File: src/rtl/ahb_pkg.sv
// +------------------------------------------------------------------+
// | ahb_pkg : shared AHB encodings, arbiter states, burst length     |
// | rev 1.0                                                          |
// +------------------------------------------------------------------+
`default_nettype none

package ahb_pkg;

  localparam logic [1:0] HTRANS_IDLE   = 2'd0;
  localparam logic [1:0] HTRANS_BUSY   = 2'd1;
  localparam logic [1:0] HTRANS_NONSEQ = 2'd2;
  localparam logic [1:0] HTRANS_SEQ    = 2'd3;

  localparam logic [2:0] HBURST_SINGLE = 3'd0;
  localparam logic [2:0] HBURST_INCR   = 3'd1;
  localparam logic [2:0] HBURST_WRAP4  = 3'd2;
  localparam logic [2:0] HBURST_INCR4  = 3'd3;
  localparam logic [2:0] HBURST_WRAP8  = 3'd4;
  localparam logic [2:0] HBURST_INCR8  = 3'd5;
  localparam logic [2:0] HBURST_WRAP16 = 3'd6;
  localparam logic [2:0] HBURST_INCR16 = 3'd7;

  typedef enum logic [1:0] {
    ARB_IDLE  = 2'd0,
    ARB_OWN   = 2'd1,
    ARB_BURST = 2'd2,
    ARB_LOCK  = 2'd3
  } arb_state_e;

  // Beat count of a fixed-length burst; 0 for SINGLE and undefined-length INCR.
  function automatic logic [4:0] burst_len(input logic [2:0] hburst);
    logic [4:0] len;
    len = 5'd0;
    case (hburst)
      HBURST_WRAP4,  HBURST_INCR4:  len = 5'd4;
      HBURST_WRAP8,  HBURST_INCR8:  len = 5'd8;
      HBURST_WRAP16, HBURST_INCR16: len = 5'd16;
      default:                      len = 5'd0;
    endcase
    return len;
  endfunction

endpackage

`default_nettype wire

File: src/rtl/ahb_rr_pick.sv
// +------------------------------------------------------------------+
// | ahb_rr_pick : first requester at or after ptr, one-hot result    |
// | rev 1.0                                                          |
// +------------------------------------------------------------------+
`default_nettype none

module ahb_rr_pick #(
  parameter int NUM_MASTERS = 4
) (
  input  logic [NUM_MASTERS-1:0]         req,
  input  logic [$clog2(NUM_MASTERS)-1:0] ptr,
  output logic [NUM_MASTERS-1:0]         grant,
  output logic                           valid
);

  localparam int IW = $clog2(NUM_MASTERS);

  logic [IW:0] w_sum;

  always_comb begin
    grant = '0;
    valid = 1'b0;
    w_sum = '0;
    for (int i = 0; i < NUM_MASTERS; i++) begin
      // One extra bit keeps ptr+i from overflowing before the modulo wrap.
      w_sum = {1'b0, ptr} + (IW+1)'(i);
      if (w_sum >= (IW+1)'(NUM_MASTERS)) begin
        w_sum = w_sum - (IW+1)'(NUM_MASTERS);
      end
      if (!valid && req[w_sum[IW-1:0]]) begin
        grant[w_sum[IW-1:0]] = 1'b1;
        valid                = 1'b1;
      end
    end
  end

endmodule

`default_nettype wire

File: src/rtl/ahb_arbiter.sv
// +------------------------------------------------------------------+
// | ahb_arbiter : round-robin AHB arbiter with burst/lock hold & mux |
// | rev 1.0                                                          |
// +------------------------------------------------------------------+
`default_nettype none

module ahb_arbiter
  import ahb_pkg::*;
#(
  parameter int NUM_MASTERS    = 4,
  parameter int DEFAULT_MASTER = 0
) (
  input  logic                                hclk,
  input  logic                                hresetn,
  input  logic [NUM_MASTERS-1:0]              hbusreq_m,
  input  logic [NUM_MASTERS-1:0]              hlock_m,
  input  logic [NUM_MASTERS-1:0][31:0]        haddr_m,
  input  logic [NUM_MASTERS-1:0][31:0]        hwdata_m,
  input  logic [NUM_MASTERS-1:0][1:0]         htrans_m,
  input  logic [NUM_MASTERS-1:0][2:0]         hsize_m,
  input  logic [NUM_MASTERS-1:0][2:0]         hburst_m,
  input  logic [NUM_MASTERS-1:0]              hwrite_m,
  input  logic                                hready,
  output logic [NUM_MASTERS-1:0]              hgrant,
  output logic [$clog2(NUM_MASTERS)-1:0]      hmaster,
  output logic [$clog2(NUM_MASTERS)-1:0]      hmaster_d,
  output logic [31:0]                         haddr,
  output logic [1:0]                          htrans,
  output logic [2:0]                          hsize,
  output logic [2:0]                          hburst,
  output logic                                hwrite,
  output logic [31:0]                         hwdata,
  output logic                                hmastlock
);

  localparam int                     IW            = $clog2(NUM_MASTERS);
  localparam logic [NUM_MASTERS-1:0] DEFAULT_GRANT = NUM_MASTERS'(1) << DEFAULT_MASTER;
  localparam logic [IW-1:0]          DEFAULT_IDX   = IW'(DEFAULT_MASTER);

  arb_state_e               state_q, state_d;
  logic [NUM_MASTERS-1:0]   grant_q, grant_d;
  logic [IW-1:0]            ptr_q, ptr_d;
  logic [3:0]               beat_q, beat_d;
  logic [IW-1:0]            amaster_q, amaster_d;
  logic [IW-1:0]            dmaster_q, dmaster_d;
  logic                     mastlock_q, mastlock_d;

  logic [NUM_MASTERS-1:0]   pick_grant;
  logic                     pick_valid;
  logic [IW-1:0]            pick_idx;
  logic [IW-1:0]            grant_idx;
  logic [1:0]               cur_trans;
  logic [4:0]               cur_len;
  logic                     arbitrate;

  ahb_rr_pick #(
    .NUM_MASTERS (NUM_MASTERS)
  ) u_rr_pick (
    .req   (hbusreq_m),
    .ptr   (ptr_q),
    .grant (pick_grant),
    .valid (pick_valid)
  );

  always_comb begin
    pick_idx  = '0;
    grant_idx = '0;
    for (int i = 0; i < NUM_MASTERS; i++) begin
      if (pick_grant[i]) pick_idx  = IW'(i);
      if (grant_q[i])    grant_idx = IW'(i);
    end
  end

  // Burst tracking follows the address-phase owner, not the pending grant.
  assign cur_trans = htrans_m[amaster_q];
  assign cur_len   = burst_len(hburst_m[amaster_q]);

  always_comb begin
    state_d    = state_q;
    grant_d    = grant_q;
    ptr_d      = ptr_q;
    beat_d     = beat_q;
    amaster_d  = amaster_q;
    dmaster_d  = dmaster_q;
    mastlock_d = mastlock_q;
    arbitrate  = 1'b0;
    if (hready) begin
      amaster_d  = grant_idx;
      dmaster_d  = amaster_q;
      mastlock_d = hlock_m[amaster_q];
      case (state_q)
        ARB_IDLE, ARB_OWN: begin
          if (hlock_m[grant_idx]) begin
            state_d = ARB_LOCK;
          end else if (state_q == ARB_OWN && cur_trans == HTRANS_NONSEQ && cur_len != 5'd0) begin
            state_d = ARB_BURST;
            beat_d  = 4'(cur_len - 5'd1);
          end else begin
            arbitrate = 1'b1;
          end
        end
        ARB_BURST: begin
          if (cur_trans == HTRANS_SEQ) begin
            if (beat_q <= 4'd1) begin
              beat_d    = 4'd0;
              arbitrate = 1'b1;
            end else begin
              beat_d = beat_q - 4'd1;
            end
          end else if (cur_trans == HTRANS_NONSEQ && cur_len != 5'd0) begin
            beat_d = 4'(cur_len - 5'd1);
          end else if (cur_trans != HTRANS_BUSY) begin
            beat_d  = 4'd0;
            state_d = ARB_OWN;
          end
        end
        ARB_LOCK: begin
          if (!hlock_m[grant_idx]) state_d = ARB_OWN;
        end
        default: state_d = ARB_IDLE;
      endcase
      if (arbitrate) begin
        if (pick_valid) begin
          grant_d = pick_grant;
          ptr_d   = (pick_idx == IW'(NUM_MASTERS-1)) ? '0 : pick_idx + IW'(1);
          state_d = ARB_OWN;
        end else begin
          grant_d = DEFAULT_GRANT;
          state_d = ARB_IDLE;
        end
      end
    end
  end

  always_ff @(posedge hclk or negedge hresetn) begin
    if (!hresetn) begin
      state_q    <= ARB_IDLE;
      grant_q    <= DEFAULT_GRANT;
      ptr_q      <= DEFAULT_IDX;
      beat_q     <= 4'd0;
      amaster_q  <= DEFAULT_IDX;
      dmaster_q  <= DEFAULT_IDX;
      mastlock_q <= 1'b0;
    end else begin
      state_q    <= state_d;
      grant_q    <= grant_d;
      ptr_q      <= ptr_d;
      beat_q     <= beat_d;
      amaster_q  <= amaster_d;
      dmaster_q  <= dmaster_d;
      mastlock_q <= mastlock_d;
    end
  end

  assign hgrant    = grant_q;
  assign hmaster   = amaster_q;
  assign hmaster_d = dmaster_q;
  assign hmastlock = mastlock_q;
  assign haddr     = haddr_m[amaster_q];
  assign htrans    = htrans_m[amaster_q];
  assign hsize     = hsize_m[amaster_q];
  assign hburst    = hburst_m[amaster_q];
  assign hwrite    = hwrite_m[amaster_q];
  assign hwdata    = hwdata_m[dmaster_q];

endmodule

`default_nettype wire
File: config.mk
export PLATFORM = sky130hd
export DESIGN_NAME = ahb_arbiter
export DESIGN_NICKNAME = d
export VERILOG_FILES = /design/src/rtl/ahb_pkg.sv /design/src/rtl/ahb_rr_pick.sv /design/src/rtl/ahb_arbiter.sv
export SDC_FILE = /design/constraint.sdc
export NUM_CORES = 1
export LEC_CHECK = 0
export CAP_MARGIN = 10
export CORE_AREA = 2 2 148 150
export CTS_CLUSTER_DIAMETER = 100
export DETAILED_ROUTE_END_ITERATION = 10
export DIE_AREA = 0 0 150 152
export PLACE_DENSITY_LB_ADDON = 0.12
export REMOVE_ABC_BUFFERS = 1
export SETUP_SLACK_MARGIN = 0.2
export SLEW_MARGIN = 0
export SYNTH_ARGS = -nofsm -noshare
export SYNTH_HDL_FRONTEND = slang
export SYNTH_SLANG_ARGS = --single-unit
File: constraint.sdc
create_clock -name hclk -period 3.9 [get_ports hclk]
set_input_delay 0.78 -clock hclk [delete_from_list [all_inputs] [get_ports hclk]]
set_output_delay 0.78 -clock hclk [all_outputs]
set_load 0.01 [all_outputs]
# == Word level (Yosys, flattened, before mapping) ==
# Cells that the tools add are included.
# op_classes
addsub,10
n_lt_le_gt_ge,16
n_bitwise,3
eq_ne,21
reduce_logical,24
n_mux,75
# op_table
cell,count
32-bit binary-select mux with 2-bit select,2
32-bit 2-to-1 mux,2
4-bit 2-to-1 mux,11
2-bit 2-to-1 mux,17
1-bit 2-to-1 mux,23
"2-bit by 3-bit < comparator with 1-bit output, second input constant",7
5-bit one-hot mux with 3 select lines,1
1-bit binary-select mux with 2-bit select,7
3-bit binary-select mux with 2-bit select,2
"3-bit equality test, second input constant",4
"3-bit inequality test, second input constant",4
4-bit OR,3
"2-bit equality test, second input constant",5
1-bit logical AND,10
"3-bit >= comparator, second input constant",3
1-bit demux with 2-bit select,4
"2-bit by 1-bit >= comparator with 1-bit output, second input constant",4
"4-bit inequality test, second input constant",2
4-bit one-hot mux with 2 select lines,1
2-bit OR reduction,4
"2-bit by 1-bit subtractor with 2-bit output, second input constant",4
"4-bit by 1-bit subtractor with 4-bit output, second input constant",2
"2-bit by 2-bit adder with 3-bit output, second input constant",2
"3-bit by 2-bit equality test with 1-bit output, second input constant",2
19 further kinds,23
# totals
register_bits,17
output_inout_bits,82
in_bits,303

# == Logic depth before layout (Yosys ltp) ==
# Gate-level depths: netlist of the first run.
# depth
word_depth,19
ltp_mapped,11

# == By module ==
# A second synthesis of the first run with hierarchy kept.
# unflattened
hier_cells,251
area_unflattened_um2,3221.8
# modules_own_cells
mod,cells_each,instances,area_per_inst_um2
ahb_arbiter,189,1,2713.9
ahb_rr_pick,62,1,508.0

# == Least setup slack after synthesis of the first run ==
# OpenSTA, ideal clock, no wires.
# synth_timing
path_type,reg-to-reg
startpoint,register ptr_q[0]
endpoint,register ptr_q[0]
setup_ns,0.125
t_arrival_ns,2.723
stages_incl_launch_ff,12
period_less_slack_ns,2.848
path_slack_ns,1.052
cell_sequence,dfrtp_1 buf_2 buf_1 inv_1 ha_1 buf_2 mux2i_1 mux2_2 a2111oi_2 a2bb2oi_1 a21oi_1 mux2_4
# synth_via
elab_chain_cells,19
word_cells_on_any_way,67
cone_classes,add/sub (8); order compare (12); eq/ne (1); mux (32); bitwise (3); reduce/logical (11)
# synth_lines
item,line,rtl
start: declaration,ahb_arbiter.sv:42,"logic [IW-1:0] ptr_q, ptr_d;"
start signal: assignment,ahb_arbiter.sv:147,ptr_q <= ptr_d;
branches (longest 19 deep; another with 2-bit by 1-bit adder with 3-bit output),n/a,
# Several ways; the timed one is not identified. The select of a mux whose other input is x is not followed.
# A chain may end at the register's enable or synchronous reset.

# == Worst setup path after layout of the first run ==
# layout_timing
startpoint,register dmaster_q[0] (netlist: hmaster_d[0])
endpoint,output hwdata[3]
# layout_via
elab_chain_cells,2
# layout_lines
item,line,rtl
start: declaration,ahb_arbiter.sv:45,"logic [IW-1:0] dmaster_q, dmaster_d;"
start signal: assignment,ahb_arbiter.sv:150,dmaster_q <= dmaster_d;
32-bit binary-select mux with 2-bit select,ahb_arbiter.sv:164,assign hwdata = hwdata_m[dmaster_q];
32-bit 2-to-1 mux (implied by the code),ahb_arbiter.sv:164,
end: declaration,ahb_arbiter.sv:32,"output logic [31:0] hwdata,"
# Every way passes these cells. The select of a mux whose other input is x is not followed.

==> results of run 1 <==
## stage by stage
step / power (mW) / instance area, um^2
2_1_floorplan: 2.245 / 3122
3_3_place_gp: 3.887 / 7400
3_5_place_dp: 3.894 / 7400
4_1_cts: 4.116 / 7480
5_1_grt: 4.340 / 7490
6_report: 4.061 / 7510
## Yosys cell counts, types with 2 or more instances
| cell type | instances |
|---|---|
| sky130_fd_sc_hd__a211oi_1 | 2 |
| sky130_fd_sc_hd__clkbuf_1 | 14 |
| sky130_fd_sc_hd__o2bb2ai_1 | 2 |
| sky130_fd_sc_hd__mux2_2 | 9 |
| sky130_fd_sc_hd__a221oi_1 | 2 |
| sky130_fd_sc_hd__nor2b_1 | 6 |
| sky130_fd_sc_hd__o211ai_1 | 2 |
| sky130_fd_sc_hd__nor2_1 | 12 |
| sky130_fd_sc_hd__o21ai_0 | 8 |
| sky130_fd_sc_hd__o21a_1 | 2 |
| sky130_fd_sc_hd__a22oi_1 | 2 |
| sky130_fd_sc_hd__nand2_1 | 5 |
| sky130_fd_sc_hd__nor3b_1 | 2 |
| sky130_fd_sc_hd__nor3_1 | 3 |
| sky130_fd_sc_hd__a21oi_2 | 2 |
| sky130_fd_sc_hd__o22ai_1 | 4 |
| sky130_fd_sc_hd__buf_2 | 3 |
| sky130_fd_sc_hd__ha_1 | 9 |
| sky130_fd_sc_hd__nand2b_1 | 6 |
| sky130_fd_sc_hd__mux4_2 | 77 |
| sky130_fd_sc_hd__a21oi_1 | 7 |
| sky130_fd_sc_hd__buf_1 | 8 |
| sky130_fd_sc_hd__mux2i_1 | 7 |
| sky130_fd_sc_hd__nor3_2 | 2 |
| sky130_fd_sc_hd__nand2b_4 | 2 |
| sky130_fd_sc_hd__inv_1 | 7 |
| sky130_fd_sc_hd__nand4_1 | 2 |
| sky130_fd_sc_hd__dfrtp_1 | 16 |
## cell type report
type	count	area [um^2]	share of cell area
multi-input combinational	196	2669	0.3554
antenna	12	30.03	0.003999
inverter	7	26.28	0.003499
tap	280	350.3	0.04665
timing repair buffer	393	3924	0.5225
clock buffer	3	75.07	0.009997
sequential	17	430.4	0.05731
clock inverter	1	5.005	0.0006664
## layer usage
layer  vias up  global-route usage  wire length (um)
met5         -                   0                58
met4        10             0.02516               166
met3        20             0.09670              2801
met2       185              0.3068             10560
met1      1973              0.1996              7852
li1       1813                   -                 -
## cells in the final DEF (no fill, tap or decap), types with 3 or more instances in the layout
cell / count
sky130_fd_sc_hd__clkdlybuf4s50_1: 384
sky130_fd_sc_hd__mux4_2: 77
sky130_fd_sc_hd__dfrtp_1: 13
sky130_fd_sc_hd__diode_2: 12
sky130_fd_sc_hd__nor2_1: 12
sky130_fd_sc_hd__mux2_2: 9
sky130_fd_sc_hd__ha_1: 9
sky130_fd_sc_hd__o21ai_0: 8
sky130_fd_sc_hd__buf_4: 8
sky130_fd_sc_hd__inv_1: 7
sky130_fd_sc_hd__mux2i_1: 7
sky130_fd_sc_hd__a21oi_1: 7
sky130_fd_sc_hd__nand2b_1: 6
sky130_fd_sc_hd__nor2b_1: 6
sky130_fd_sc_hd__nand2_1: 5
sky130_fd_sc_hd__o22ai_1: 4
sky130_fd_sc_hd__nor3_1: 3
sky130_fd_sc_hd__clkbuf_16: 3
sky130_fd_sc_hd__dfrtp_2: 3
## state kept, by name, summed over array words and instances, names as in the netlist
name       flops
hmaster_d      2
hmaster        2
beat_q         4
state_q        2
ptr_q          2
hgrant         4
hmastlock      1
## worst max path at each step
stage / start / to / cells after the start
after floorplan: hmaster[0]$_DFFE_PN0P_ / ptr_q[0]$_DFFE_PN0P_ / 9
after global placement: hburst_m[11] / hgrant[3]$_DFFE_PN0P_ / 10
after detailed placement: hburst_m[2] / hgrant[3]$_DFFE_PN0P_ / 10
after CTS: hmaster_d[0]$_DFFE_PN0P_ / hwdata[3] / 3
after global routing: hmaster_d[0]$_DFFE_PN0P_ / hwdata[11] / 3
final: hmaster_d[0]$_DFFE_PN0P_ / hwdata[3] / 3
## kinds of logic after synthesis
family | count (synthesis) | synth area share
buf+inv | 33 | 0.04183
compound gates | 44 | 0.09992
simple gates | 48 | 0.09334
fa+ha+maj | 9 | 0.03486
mux | 95 | 0.5980
flops | 17 | 0.1321
## power breakdown
group	switching (mW)	leakage, nW	internal, mW
sequential	0.207	0.192	0.264
combinational	1.35	2.43	2.03
clock	0.0674	0.0410	0.137
total	1.63	2.66	2.43
==> results.py, run 1 <==
metrics = {
    "outcome": {
        "status": "completed",
    },
    "power": {
        "cellLeakagePower_nw": 2.663,
        "power.density_cell_area_nw_per_um2": 540.8,
        "ir_drop_mv": 0.1893,
    },
    "min_path": {
        "min-delay-path-class": "reg2reg",
        "timing.hold.worst_endpoint": "hmastlock$_DFFE_PN0P_",
        "hold-path-cell-count": 1,
        "min-delay-start": "hmastlock$_DFFE_PN0P_",
    },
    "synthesis": {
        "post-synth-top-area-fraction": 0.5368,
        "asyncSetResetFlopFracSynth": 1.000,
        "synth_edf_count": 0,
        "mappedNetlistArea_um2": 3231,
        "syn_area_per_cell_um2": 13.13,
        "synth_seq_area_share": 0.1321,
        "postSynthRegisterBits": 17,
        "synth_top_area_cell": "sky130_fd_sc_hd__mux4_2",
        "ys_top_cells_by_area": "sky130_fd_sc_hd__mux4_2, sky130_fd_sc_hd__dfrtp_1, sky130_fd_sc_hd__ha_1",
        "dominantRegCellSynth": "sky130_fd_sc_hd__dfrtp_1",
        "ys.warnings.count": 0,
        "netlist-cell-type-count": 51,
        "post_synthesis_cell_count": 246,
    },
    "global_route": {
        "vias_in_the_first_global_route": 4270,
        "antenna_violations_before_repair": 16,
        "grt_util_overall": 0.1789,
        "grt_first_pass_wirelength_um": 30020,
        "grt_start_max_net_pins": 35,
        "grt_remaining_overflow": 0,
    },
    "place": {
        "detailed_place_hpwl_um": 19010,
        "preCtsSetupSlack_ps": 511.1,
        "placed_cells_incl_taps": 893,
        "io_buffers": 384,
        "place_congestion": 0.8980,
    },
    "die": {
        "fp.dieArea_um2": 22800,
        "chip_width_um": 150,
        "die_h_um": 152,
        "design.core.area_um2": 21350,
        "initial_core_util": 0.1513,
        "placement_rows": 54,
        "ios": 385,
    },
    "worst_setup_path": {
        "cp-start-kind": "flop",
        "rr_endpoint": "hgrant[3]$_DFFE_PN0P_",
        "worst-endpoint-arrival_ps": 2460,
        "critical-path-max-stage-delay_ps": 870,
        "critical_path_buf_inv_count": 2,
        "critical_path.top_delay_family": "flip-flops",
        "worst_setup_path_end_kind": "primary output",
        "reg2reg_from": "hmaster[0]$_DFFE_PN0P_",
        "crit_path_top_delay_cell": "sky130_fd_sc_hd__dfrtp_2",
        "register_to_register_setup_slack_ps": 960,
        "setup.worst_path.class": "reg2out",
        "rr_worst_depth": 9,
        "critPathRequiredTime_ps": 3120,
        "chain_of_cells_forming_the_critical_path": "buf_4, mux4_2, clkdlybuf4s50_1",
        "timing.critical_path.fanout_max": 24,
    },
    "sta": {
        "worst_slew_pin_tran_ps": 823.0,
        "slew_headroom": 0.4496,
        "report.final.slew_viol_count": 0,
        "holdWs_ps": 515.1,
        "fin_tns_setup_ps": 0,
        "timing.clock.skew_ps": 4.813,
        "layout_min_cycle_time_ps": 3242,
        "setup_violations": 0,
        "timing.final.hold_violations": 0,
        "pnr_worst_setup_slack_ps": 657.5,
        "max_freq_mhz": 308.4,
        "grt_setup_unrepaired": "false",
        "period_share": 0.8314,
    },
    "cts": {
        "post_cts.repair.setup_buffers": 0,
        "numCtsBuffers": 3,
        "clock_tree.htree_level_count": 1,
        "number_of_buffers_added_to_fix_hold_violations_after_cts": 0,
        "clockRootBuffer": "sky130_fd_sc_hd__clkbuf_16",
        "clk_latency_ps": 250,
        "cts_tree": "built",
        "cts-resized-gates": 0,
        "numClockSinks": 17,
        "clkTransAtPathRegs_ps": 50,
        "cts.path.max_buffers": 2,
    },
    "finish": {
        "layout-drive-gt1-share": 0.1896,
        "stdcell_count": 909,
        "final_core_utilization": 0.3517,
        "final_nets": 930,
        "fillers": 2152,
        "synthesis_to_layout_area_growth_pct": 132.5,
    },
    "job": {
        "max_cap_violations": 0,
    },
    "drt": {
        "detail_route.wirelength_um": 21440,
        "ratio_of_routed_vias_to_standard_cells": 4.402,
        "drtPass1Iterations": 4,
        "final_antenna_net_count": 0,
        "detail_route.wl_per_cell_um": 23.59,
        "detailroute.via_count": 4001,
        "drtIter0Drc": 137,
        "route.detailed.drc": 0,
    },
}
No activity file was read; power rests on OpenSTA's default activity.
==> inputs of run 2 (changes only) <==
- clock period: 3.9 -> 3.25 ns (I/O delays scaled with it)
==> results.py, run 2 (same netlist as run 1, synthesis figures left out) <==
metrics = {
    "worst_setup_path": {
        "crit_path_top_delay_cell": "sky130_fd_sc_hd__mux4_2",
        "chain_of_cells_forming_the_critical_path": "clkdlybuf4s50_1, mux4_2, buf_4, nand2b_1, ha_1, inv_1, a21oi_2, nor3_2, a22oi_1, nand2b_4, mux2_2",
        "cp-start-kind": "primary input",
        "critical-path-max-stage-delay_ps": 500,
        "setup.worst_path.class": "in2reg",
        "worst_setup_path_end_kind": "flop",
        "timing.critical_path.fanout_max": 4,
        "worst-endpoint-arrival_ps": 3020,
        "critPathRequiredTime_ps": 3380,
    },
    "sta": {
        "report.final.slew_viol_count": 0,
        "period_share": 0.8916,
        "setup_violations": 0,
        "pnr_worst_setup_slack_ps": 352.4,
        "timing.final.hold_violations": 0,
        "slew_headroom": 0.4698,
        "grt_setup_unrepaired": "false",
        "max_freq_mhz": 345.1,
        "worst_slew_pin_tran_ps": 792.9,
        "timing.clock.skew_ps": 3.102,
        "layout_min_cycle_time_ps": 2898,
    },
    "cts": {
        "clk_latency_ps": 250,
        "numCtsBuffers": 3,
        "clockRootBuffer": "sky130_fd_sc_hd__clkbuf_16",
        "numClockSinks": 17,
        "post_cts.repair.setup_buffers": 0,
        "clkTransAtPathRegs_ps": 50,
        "cts.path.max_buffers": 2,
        "clock_tree.htree_level_count": 1,
        "cts_tree": "built",
    },
    "place": {
        "place_congestion": 0.9340,
        "placed_cells_incl_taps": 899,
        "detailed_place_hpwl_um": 18990,
        "preCtsSetupSlack_ps": 63.54,
        "io_buffers": 384,
    },
    "drt": {
        "ratio_of_routed_vias_to_standard_cells": 4.383,
        "final_antenna_net_count": 0,
        "drtIter0Drc": 172,
        "route.detailed.drc": 0,
        "detail_route.wirelength_um": 21120,
        "drtPass1Iterations": 4,
        "detail_route.wl_per_cell_um": 23.24,
        "detailroute.via_count": 3984,
    },
    "finish": {
        "final_nets": 936,
        "layout-drive-gt1-share": 0.1974,
        "final_common_cell": "sky130_fd_sc_hd__clkdlybuf4s50_1",
        "synthesis_to_layout_area_growth_pct": 133.6,
        "final_cell_mix": "sky130_fd_sc_hd__clkdlybuf4s50_1, sky130_fd_sc_hd__mux4_2, sky130_fd_sc_hd__buf_4",
        "fillers": 2165,
        "stdcell_count": 909,
    },
    "global_route": {
        "grt_first_pass_wirelength_um": 29650,
        "vias_in_the_first_global_route": 4347,
        "grt_util_overall": 0.1779,
        "grt_remaining_overflow": 0,
        "grt_start_max_net_pins": 34,
        "antenna_violations_before_repair": 13,
    },
    "power": {
        "power.density_cell_area_nw_per_um2": 652.3,
        "cellLeakagePower_nw": 2.693,
        "ir_drop_mv": 0.2322,
    },
    "die": {
        "chip_width_um": 150,
        "fp.dieArea_um2": 22800,
        "placement_rows": 54,
        "ios": 385,
        "initial_core_util": 0.1513,
        "die_h_um": 152,
        "design.core.area_um2": 21350,
    },
    "outcome": {
        "status": "completed",
    },
    "min_path": {
        "min-delay-path-class": "reg2reg",
    },
    "job": {
        "max_cap_violations": 0,
    },
}
[run 2: area by class of cell]
cell class	count	area, um^2	share of cell area
Tap cell	280	350.3	0.04642
Antenna cell	6	15.01	0.001989
Clock inverter	1	5.005	0.0006631
Sequential cell	17	430.4	0.05703
Timing Repair Buffer	399	3969	0.5259
Inverter	7	26.28	0.003481
Clock buffer	3	75.07	0.009947
Multi-Input combinational cell	196	2676	0.3546
[run 2: through the flow]
| step | hold slack (ps) | instance area [um^2] | total power [mW] | utilization | TNS, ps |
|---|---|---|---|---|---|
| after global placement | 503.3 | 7445 | 4.719 | 0.3487 | 0 |
| after global routing | 551.7 | 7540 | 5.274 | 0.3531 | 0 |
| after detailed placement | 507.9 | 7445 | 4.725 | 0.3487 | 0 |
| after floorplan | 354.4 | 3122 | 2.694 | - | -8074 |
| final | 514.1 | 7547 | 4.923 | 0.3535 | 0 |
| after CTS | 519.8 | 7525 | 4.992 | 0.3524 | 0 |
[run 2: repair_timing]
action | in CTS | in global routing
hold buffers | 0 | 0
endpoints found under the setup margin | 0 | 2
gates resized for setup | 0 | 1
hold endpoints to repair | 0 | 0
[run 2: routing by layer]
metal	GRT usage	vias up	wire [um]
met5	0	-	63
met4	0.02381	10	230
met3	0.08138	26	2450
met2	0.3051	180	10340
met1	0.2081	1945	8037
li1	-	1823	-
[run 2: where the power goes]
group	total (mW)	switching, mW	internal [mW]
clock	0.243	0.0781	0.164
sequential	0.472	0.152	0.319
combinational	4.21	1.73	2.48
[run 2: final timing paths]
path	from	to	slack, ps	depth (start not counted)
worst max-delay path	hburst_m[11]	beat_q[0]$_DFFE_PN0P_	350	11
worst min-delay path	hmastlock$_DFFE_PN0P_	hmastlock$_DFFE_PN0P_	510	1
worst max register to register	hmaster[0]$_DFFE_PN0P_	beat_q[0]$_DFFE_PN0P_	660	10
worst min register to register	hmastlock$_DFFE_PN0P_	hmastlock$_DFFE_PN0P_	510	1
max in group asynchronous	hresetn	hmaster_d[0]$_DFFE_PN0P_	1840	1
min in group asynchronous	hresetn	hgrant[3]$_DFFE_PN0P_	870	1
[run 2: worst max-delay path: cells and delay by family]
family | cells | cell delay [ps]
AND/OR/NAND/NOR | 3 | 340
AO/OA/AOI/OAI | 2 | 430
multiplexers | 2 | 850
adder cells (fa/ha/maj) | 1 | 130
buffers and inverters | 3 | 630
==> inputs of run 3 (changes only) <==
- MAX_ROUTING_LAYER: not set -> met4
- RECOVER_POWER: not set -> 25
==> results.py, run 3 (same netlist as run 1, synthesis figures left out) <==
metrics = {
    "worst_setup_path": {
        "critical_path.top_delay_family": "buffers and inverters",
        "cp-start-kind": "flop",
        "cp_num_cells": 3,
        "rr_worst_depth": 9,
        "chain_of_cells_forming_the_critical_path": "clkbuf_2, mux4_2, clkdlybuf4s50_1",
        "critPathRequiredTime_ps": 2600,
        "register_to_register_setup_slack_ps": 610,
        "setup.worst_path.class": "reg2out",
        "rr_endpoint": "ptr_q[0]$_DFFE_PN0P_",
        "worst_setup_path_end_kind": "primary output",
        "worst-endpoint-arrival_ps": 2330,
        "critical_path_buf_inv_count": 2,
        "timing.critical_path.fanout_max": 31,
        "critical-path-max-stage-delay_ps": 690,
        "reg2reg_from": "hmaster[0]$_DFFE_PN0P_",
        "crit_path_top_delay_cell": "sky130_fd_sc_hd__clkbuf_2",
        "critPathLaunch": "hmaster_d[1]$_DFFE_PN0P_",
    },
    "min_path": {
        "timing.hold.worst_endpoint": "hmastlock$_DFFE_PN0P_",
        "min-delay-path-class": "reg2reg",
        "hold-path-cell-count": 1,
        "min-delay-start": "hmastlock$_DFFE_PN0P_",
    },
    "global_route": {
        "grt_remaining_overflow": 0,
        "grt_first_pass_wirelength_um": 29660,
        "vias_in_the_first_global_route": 4212,
        "grt_start_max_net_pins": 32,
        "antenna_violations_before_repair": 13,
        "grt_util_overall": 0.1837,
    },
    "drt": {
        "drtPass1Iterations": 4,
        "detail_route.wl_per_cell_um": 23.44,
        "final_antenna_net_count": 0,
        "detailroute.via_count": 3985,
        "route.detailed.drc": 0,
        "detail_route.wirelength_um": 21400,
        "ratio_of_routed_vias_to_standard_cells": 4.365,
        "drtIter0Drc": 187,
    },
    "sta": {
        "fin_tns_setup_ps": 0,
        "timing.final.hold_violations": 0,
        "report.final.slew_viol_count": 0,
        "max_freq_mhz": 335.2,
        "timing.clock.skew_ps": 1.387,
        "period_share": 0.9180,
        "layout_min_cycle_time_ps": 2983,
        "worst_slew_pin_tran_ps": 866.6,
        "slew_headroom": 0.4223,
        "setup_violations": 0,
        "holdWs_ps": 508.4,
        "grt_setup_unrepaired": "false",
    },
    "cts": {
        "number_of_buffers_added_to_fix_hold_violations_after_cts": 0,
        "clockRootBuffer": "sky130_fd_sc_hd__clkbuf_16",
        "numClockSinks": 17,
        "cts-resized-gates": 0,
        "cts_tree": "built",
        "cts.path.max_buffers": 2,
        "clk_latency_ps": 250,
        "clock_tree.htree_level_count": 1,
        "post_cts.repair.setup_buffers": 0,
        "numCtsBuffers": 3,
        "clkTransAtPathRegs_ps": 50,
    },
    "die": {
        "placement_rows": 54,
        "die_h_um": 152,
        "ios": 385,
        "initial_core_util": 0.1513,
        "fp.dieArea_um2": 22800,
        "design.core.area_um2": 21350,
        "chip_width_um": 150,
    },
    "finish": {
        "final_core_utilization": 0.3531,
        "synthesis_to_layout_area_growth_pct": 133.4,
        "postLayoutCellArea_um2": 7540,
        "final_nets": 933,
        "layout-drive-gt1-share": 0.1935,
        "final_cell_mix": "sky130_fd_sc_hd__clkdlybuf4s50_1, sky130_fd_sc_hd__mux4_2, sky130_fd_sc_hd__dfrtp_1",
        "final_common_cell": "sky130_fd_sc_hd__clkdlybuf4s50_1",
    },
    "outcome": {
        "status": "completed",
    },
    "place": {
        "place_area_um2": 7422,
        "detailed_place_hpwl_um": 19010,
        "io_buffers": 384,
        "place_congestion": 0.9322,
    },
    "power": {
        "power.density_cell_area_nw_per_um2": 648.7,
        "cellLeakagePower_nw": 2.685,
        "ir_drop_mv": 0.2373,
        "design_power_total_mw": 4.891,
    },
    "job": {
        "max_cap_violations": 0,
    },
}
run 3: cell count changes in the layout (fill, tap and decap cells not counted), sizes merged:
cell	before	now
buf	15	11
clkbuf	3	4
clkdlybuf4s50	384	377
diode	6	13
dlygate4sd3	0	7
run 3: how the worst max path moves through the flow:
stage	endpoint	slack, ps
5_1_grt	hwdata[5]	190
4_1_cts	haddr[17]	300
3_3_place_gp	beat_q[0]$_DFFE_PN0P_	80
2_1_floorplan	ptr_q[0]$_DFFE_PN0P_	-800
3_5_place_dp	hgrant[3]$_DFFE_PN0P_	60
6_report	hwdata[9]	270
run 3: final cells by class:
cell class                      count  area (um^2)
Multi-Input combinational cell    196         2676
Inverter                            7        26.28
Timing Repair Buffer              396         3944
Tap cell                          280        350.3
Clock inverter                      1        5.005
Clock buffer                        3        75.07
Sequential cell                    17        430.4
Fill cell                        2119        13810
Antenna cell                       13        32.53
run 3: metrics by stage:
| step | setup slack, ps | instances |
|---|---|---|
| global placement | 84.40 | 896 |
| global route | 187.7 | 913 |
| CTS | 296.9 | 900 |
| detailed placement | 58.47 | 896 |
| finish | 266.5 | 913 |
| floorplan | -795.6 | 220 |
run 3: routing by layer:
| metal | GRT usage | part of all wire | vias up |
|---|---|---|---|
| met3 | 0.07928 | 0.11 | 2 |
| met5 | - | 0 | - |
| met4 | 0.01438 | 0.00070 | 0 |
| li1 | - | - | 1827 |
| met1 | 0.2122 | 0.39 | 1980 |
| met2 | 0.3081 | 0.50 | 176 |
run 3: worst reg2reg max path: stages, from the launching register on:
cell and delay [ps]:
sky130_fd_sc_hd__dfrtp_2 490, sky130_fd_sc_hd__mux4_2 620, sky130_fd_sc_hd__nand2b_1 180, sky130_fd_sc_hd__ha_1 170
sky130_fd_sc_hd__inv_1 80, sky130_fd_sc_hd__a21oi_2 60, sky130_fd_sc_hd__or3_4 390, sky130_fd_sc_hd__a21oi_2 160
sky130_fd_sc_hd__nor2_1 70, sky130_fd_sc_hd__mux2_4 290
run 3: power breakdown:
group / internal (mW) / switching, mW / total [mW] / leakage (nW)
combinational: 2.45 / 1.70 / 4.16 / 2.45
clock: 0.165 / 0.0870 / 0.252 / 0.0410
sequential: 0.319 / 0.165 / 0.483 / 0.192
total: 2.94 / 1.96 / 4.89 / 2.68
